$ cat config.mk
export PLATFORM = sky130hd
export DESIGN_NAME = fetch_unit
export DESIGN_NICKNAME = d
export VERILOG_FILES = /design/src/rtl/fetch_unit.sv
export SDC_FILE = /design/constraint.sdc
export NUM_CORES = 1
export LEC_CHECK = 0
export CAP_MARGIN = 20
export CELL_PAD_IN_SITES_DETAIL_PLACEMENT = 1
export CELL_PAD_IN_SITES_GLOBAL_PLACEMENT = 1
export CORE_AREA = 2 2 196 198
export CTS_BUF_LIST = sky130_fd_sc_hd__clkbuf_4 sky130_fd_sc_hd__clkbuf_8 sky130_fd_sc_hd__clkbuf_16
export DETAILED_ROUTE_END_ITERATION = 8
export DIE_AREA = 0 0 198 200
export PLACE_DENSITY_LB_ADDON = 0.1
export SLEW_MARGIN = 10
export SYNTH_ARGS = -nofsm -noshare
export SYNTH_HDL_FRONTEND = slang
export SYNTH_SLANG_ARGS = --single-unit
$ cat constraint.sdc
create_clock -name clk -period 6.7 [get_ports clk]
set_input_delay 2.01 -clock clk [delete_from_list [all_inputs] [get_ports clk]]
set_output_delay 2.01 -clock clk [all_outputs]
set_load 0.005 [all_outputs]
$ cat src/rtl/fetch_unit.sv
// IF stage: owns the PC, fetches over a req/ready handshake and loads IF/ID.
// A one-entry skid buffer keeps a fetch landing during a stall; DROP swallows a fetch orphaned by a redirect.
//   state   | meaning
//   S_FETCH | request at pc outstanding, completed fetch goes to IF/ID (or buffer if stalled)
//   S_BUF   | skid buffer holds a fetched instruction waiting for the stall to clear
//   S_DROP  | request at drop_addr still outstanding after a redirect; its data is discarded
module fetch_unit #(
  parameter int unsigned       PC_W     = 64,
  parameter int unsigned       INSN_W   = 32,
  parameter logic [PC_W-1:0]   RESET_PC = '0
) (
  input  logic              clk,
  input  logic              reset,
  input  logic              Stall,
  input  logic              br_taken,
  input  logic [PC_W-1:0]   br_target,
  output logic              imem_req,
  output logic [PC_W-1:0]   imem_addr,
  input  logic              imem_ready,
  input  logic [INSN_W-1:0] imem_rdata,
  output logic [PC_W-1:0]   ifid_pc,
  output logic [INSN_W-1:0] ifid_insn,
  output logic              ifid_valid,
  output logic [31:0]       stall_cycles
);

  typedef enum logic [1:0] {
    S_FETCH = 2'd0,
    S_BUF   = 2'd1,
    S_DROP  = 2'd2
  } state_t;

  state_t              state_q, state_d;
  logic [PC_W-1:0]     pc_q, pc_d;
  logic [PC_W-1:0]     drop_q, drop_d;
  logic [PC_W-1:0]     bpc_q, bpc_d;
  logic [INSN_W-1:0]   binsn_q, binsn_d;
  logic [PC_W-1:0]     ifid_pc_d;
  logic [INSN_W-1:0]   ifid_insn_d;
  logic                ifid_valid_d;
  logic [PC_W-1:0]     br_pc;
  logic [PC_W-1:0]     pc_inc;
  logic                unused_br_lsb;

  // Redirect targets are forced word aligned, so the low bits never matter.
  assign br_pc         = {br_target[PC_W-1:2], 2'b00};
  assign unused_br_lsb = ^br_target[1:0];
  assign pc_inc        = pc_q + {{(PC_W-3){1'b0}}, 3'd4};

  always_comb begin
    state_d      = state_q;
    pc_d         = pc_q;
    drop_d       = drop_q;
    bpc_d        = bpc_q;
    binsn_d      = binsn_q;
    ifid_pc_d    = ifid_pc;
    ifid_insn_d  = ifid_insn;
    ifid_valid_d = ifid_valid;
    imem_req     = 1'b0;
    imem_addr    = pc_q;

    case (state_q)
      S_FETCH: imem_req = !reset;
      S_DROP: begin
        imem_req  = !reset;
        imem_addr = drop_q;
      end
      default: ;
    endcase

    if (br_taken) begin
      ifid_valid_d = 1'b0;
      pc_d         = br_pc;
      case (state_q)
        S_FETCH: begin
          // The in-flight request cannot be withdrawn, so park its address and eat the response.
          if (!imem_ready) begin
            drop_d  = pc_q;
            state_d = S_DROP;
          end
        end
        S_BUF:   state_d = S_FETCH;
        S_DROP:  if (imem_ready) state_d = S_FETCH;
        default: state_d = S_FETCH;
      endcase
    end else begin
      case (state_q)
        S_FETCH: begin
          if (imem_ready) begin
            pc_d = pc_inc;
            if (Stall) begin
              bpc_d   = pc_q;
              binsn_d = imem_rdata;
              state_d = S_BUF;
            end else begin
              ifid_pc_d    = pc_q;
              ifid_insn_d  = imem_rdata;
              ifid_valid_d = 1'b1;
            end
          end else if (!Stall) begin
            ifid_valid_d = 1'b0;
          end
        end
        S_BUF: begin
          if (!Stall) begin
            ifid_pc_d    = bpc_q;
            ifid_insn_d  = binsn_q;
            ifid_valid_d = 1'b1;
            state_d      = S_FETCH;
          end
        end
        S_DROP:  if (imem_ready) state_d = S_FETCH;
        default: state_d = S_FETCH;
      endcase
    end
  end

  always_ff @(posedge clk) begin
    if (reset) begin
      state_q      <= S_FETCH;
      pc_q         <= RESET_PC;
      drop_q       <= '0;
      bpc_q        <= '0;
      binsn_q      <= '0;
      ifid_pc      <= '0;
      ifid_insn    <= '0;
      ifid_valid   <= 1'b0;
      stall_cycles <= 32'd0;
    end else begin
      state_q    <= state_d;
      pc_q       <= pc_d;
      drop_q     <= drop_d;
      bpc_q      <= bpc_d;
      binsn_q    <= binsn_d;
      ifid_pc    <= ifid_pc_d;
      ifid_insn  <= ifid_insn_d;
      ifid_valid <= ifid_valid_d;
      if (Stall && (stall_cycles != 32'hFFFF_FFFF))
        stall_cycles <= stall_cycles + 32'd1;
    end
  end

endmodule

==> After elaboration in Yosys (flattened, before gate mapping) <==
Cells that the tools add are included.
{ "word_totals": {"reg_bits": 355, "wordCells": 65} }
{ "classes": {"add_sub_neg": 2, "eq_ne": 11, "muxes": 25, "bitwise": 2, "reduce_logical": 15} }
{ "op_table": {"columns": ["cell", "n"], "rows": [
  ["two-way mux 64 bit", 7],
  ["one-hot mux 64 bit (2 select lines)", 1],
  ["two-way mux 32 bit", 3],
  ["adder 64 x 3 -> 64 bit, second input constant", 1],
  ["one-hot mux 32 bit (2 select lines)", 1],
  ["adder 32 x 1 -> 32 bit, second input constant", 1],
  ["inequality test 32 bit, second input constant", 1],
  ["inequality test 3 bit, second input constant", 5],
  ["two-way mux 2 bit", 6],
  ["AND reduction 4 bit", 2],
  ["inequality test 2 bit, second input constant", 3],
  ["one-hot mux 2 bit (3 select lines)", 1],
  ["AND reduction 2 bit", 3],
  ["nonzero test 2 bit", 3],
  ["AND reduction 5 bit", 1],
  ["two-way mux 1 bit", 4],
  ["one-hot mux 2 bit (2 select lines)", 1],
  ["OR reduction 2 bit", 2],
  ["AND reduction 3 bit", 1],
  ["== test 2 x 1 -> 1 bit, second input constant", 1],
  ["== test 2 bit, second input constant", 1],
  ["zero test 2 bit", 1],
  ["NOT 1 bit", 2],
  ["one-hot mux 1 bit (2 select lines)", 1],
  ["other kinds (2)", 2]
]} }

==> Longest topological paths before layout <==
{ "logic_depth": {"depth_word": 4, "depth_mapped": 8, "depth_no_buf": 6} }

==> Worst setup path before layout <==
Ideal clock, no wire load.
{ "synth_path": {"path_type": "input to output", "from": "in reset", "to": "out imem_req", "t_arrival_ps": 3158, "t_required_ps": 4690, "slack_ps": 1532, "cell_stages": 5, "path_buffers": 4, "cell_sequence": "clkbuf_1 > clkbuf_1 > clkbuf_1 > clkbuf_1 > nor2_1"} }
{ "synth_between": {"elab_chain_cells": 2} }
{ "synth_rtl": {"columns": ["item", "line", "source"], "rows": [
  ["from (decl)", "13", "input logic reset,"],
  ["zero test 1 bit", "63, 65", null],
  ["two-way mux 1 bit", null, null],
  ["to (decl)", "17", "output logic imem_req,"]
]} }
No other way between the ends.

==> Final worst setup path <==
{ "layout_path": {"from": "reg state_q[1]", "to": "out imem_addr[19]"} }
{ "layout_between": {"elab_chain_cells": 2} }
{ "layout_rtl": {"columns": ["item", "line", "source"], "rows": [
  ["from (decl)", "33", "state_t state_q, state_d;"],
  ["from (signal assigned)", "130", "state_q <= state_d;"],
  ["== test 2 bit", "62", "case (state_q)"],
  ["two-way mux 64 bit", "62", null],
  ["to (decl)", "18", "output logic [PC_W-1:0] imem_addr,"]
]} }
No other way between the ends.

==> qor.yml <==
outcome: "finished, final reports clean"
synth-compound-area-share_pct: 15.8
io_buffers: 288
dp_hpwl_mm: 32.8
fmax_mhz: 196
clkTransAtPathRegs_ns: 0.06
ctsHtreeMaxLevel: 2
rr_worst_depth: 5
cp.buffers_inverters: 2
synth_cell_types: 52
synth_fa_ha_area_share_pct: 0.160
worstHoldPathCells: 2
final_cell_area_um2: 20000
fillers: 4343
holdCritStartpoint: "drop_q[28]"
synth_most_common_cell: "nand2_1"
skew_ns: 0.0186
coreArea_um2: 37400
ys_async_sr_fraction_pct: 0
nets: 2163
rsz0062_at_grt: "false"
wl_per_cell_um: 19.3
arrival_ns: 3.10
cts_tree: "yes"
hold_violations: 0
tightest_slew_ns: 1.05
drv_slew: 0
r2r-start: "pc_q[7]"
synth_top_family_by_area: "simple AND/OR/NAND/NOR gates"
critPathRequiredTime_ns: 4.69
viasPerCell: 5.51
place_area_um2: 18600
place_congestion: 0.772
rr_endpoint: "pc_q[51]"
dieArea_um2: 39600
postLayoutSetupSlackWorst_ns: 1.59
ys_seq_elements: 347
synth_top_area_share_pct: 44.5
vias: 14356
start_util_pct: 41.7
place_ws_ns: 1.79
fin_tns_setup_ns: 0
period_minus_slack_ns: 5.11
synth_area_leaders: "dfxtp_1 45%, nand2_1 8.8%, mux2i_1 6.4%, a211oi_1 6.1%, a21oi_1 6.1%"
drtIter0Drc: 657
final_antenna_net_count: 0
worstPathMaxFanout: 35
grt_max_degree: 170
hp-class: "flop to flop"
setup_viol: 0
cts.sinks: 347
critPathLaunchType: "flop"
drcViolationCount: 0
reg2reg_slack_ns: 3.61
p_per_area_nw_per_um2: 248
wl_mm: 50.4
numCtsBuffers: 40
die_h_um: 200
synth.mux.area_fraction_pct: 10.5
ir_drop_uv: 180
fin_crit_sh_pct: 76.2
ys_warn_count: 0
leakage_uw: 0.00717
synth_area_um2: 15600
path_delay_family: "buffers and inverters"
antenna_found_initial: 7
synth-edff-count: 0
post_cts_buffers: 0
boundaryPins: 295
synth_top_area_cell: "dfxtp_1"
clock_latency_ns: 0.56
dieWidth_um: 198
critPathMaxStageDelay_ns: 0.55
hold_buffers: 0
drive_above_1_share_pct: 7.85
rows: 71
synth_xor_area_share_pct: 2.41
root_buffer: "clkbuf_16"
post_cts_resized: 0
fin_hold_ws_ns: 0.452
synth_common_cells: "366 x nand2_1, 347 x dfxtp_1, 190 x a21oi_1"
slew_headroom_pct: 30.1
crit_chain: "nor2b_4 > buf_4 > mux2_2 > clkdlybuf4s50_1"
clock_path_buffers: 3
crit_slowest_cell: "dfxtp_1"
syn_inst: 1886
end_kind: "output port"
first_global_vias: 14548
grt_first_pass_wirelength_mm: 79.3
avgSynthCellArea_um2: 8.27
first_pass_iters: 5
synthToLayoutAreaGrowth_pct: 28.1
synth-simple-area-share_pct: 21.5
maxCapViolCount: 0
yosysSeqAreaShare_pct: 44.5
multi_input_area_um2: 7940
globalRouteTotalUtil_pct: 25.3
yosys_most_used_dff: "dfxtp_1"
crit_type: "flop to output port"
ff_latch_area_um2: 6950
finalPower_uw: 4960
hold_end: "drop_q[28]"
grt_overflow_total: 0
-- stage by stage --
stage	cells	util [%]
final	2605	53.4
after CTS	2598	53.4
after global routing	2602	53.4
after detailed placement	2528	49.8
after floorplan	1889	-
after global placement	2528	49.8
-- logic make-up (layout without fill, tap and decap cells) --
family | Yosys count | in the layout
AO/OA/AOI/OAI | 397 | 397
flip-flops | 347 | 347
multiplexers | 157 | 157
other | 1 | 10
AND/OR/NAND/NOR | 740 | 740
buffers and inverters | 199 | 398
XOR/XNOR | 43 | 43
adder cells (fa/ha/maj) | 2 | 2
-- final cells by class --
type	count	area share, %
clock buffers	65	6.48
repair buffers	308	15.2
well taps	511	3.20
clock inverters	5	0.144
inverters	20	0.382
flip-flops and latches	347	34.8
diodes	6	0.0752
multi-input cells	1343	39.7
-- metal layers --
| metal | vias up | part of all wire (%) | routed length (um) | global-route usage (%) |
|---|---|---|---|---|
| met5 | - | 0.026 | 13 | 0 |
| met3 | 67 | 4.7 | 2390 | 4.64 |
| met1 | 7051 | 45 | 22800 | 32.4 |
| met4 | 2 | 2.2 | 1120 | 7.96 |
| met2 | 270 | 48 | 24100 | 43.2 |
| li1 | 6966 | - | - | - |
-- flip-flops by register name, summed over array words and instances (netlist names) --
signal	count
ifid_pc	62
stall_cycles	32
state_q	2
bpc_q	62
binsn_q	32
pc_q	62
ifid_valid	1
ifid_insn	32
drop_q	62
-- power breakdown --
group / internal [uW] / switching (uW) / total [uW]
Combinational: 269 / 260 / 529
Clock: 1320 / 872 / 2190
Sequential: 2150 / 93.6 / 2240
-- worst reg2reg max path, stage by stage, from the launching register on --
cell and delay [ns]:
dfxtp_1 0.54, nand4_1 0.37, or4_4 0.64, or4_4 0.66, or4_1 0.51, a311oi_1 0.29
-- layout by cell type, fill, tap and decap left out, types with 6 or more instances in the layout --
master and instances:
clkbuf_4 10, o21ai_0 32, dfxtp_1 347, a311oi_1 14, and3_1 13, inv_1 19, or4_1 13, xnor2_1 41
nor2_1 167, nand4_1 30, nor3_1 23, and2_1 6, and4_1 23, a211oi_1 127, nand2_1 366, nand3_1 31
buf_4 18, a21oi_1 190, diode_2 6, nor4_1 16, clkdlybuf4s50_1 286, o31ai_1 9, mux2i_1 99, mux2_2 58
clkbuf_8 14, or3_1 23, a2111oi_0 12, clkbuf_16 41
-- how the worst max path moves through the flow --
stage | start | to | slack (ns) | cells after the start
4_1_cts | state_q[1] | imem_addr[19] | 1.57 | 4
5_1_grt | state_q[1] | imem_addr[19] | 1.45 | 4
3_5_place_dp | reset | imem_req | 1.79 | 3
6_report | state_q[1] | imem_addr[19] | 1.59 | 4
3_3_place_gp | reset | imem_req | 1.78 | 3
2_1_floorplan | reset | imem_req | 1.53 | 5
(Power assumes the default switching activity.)
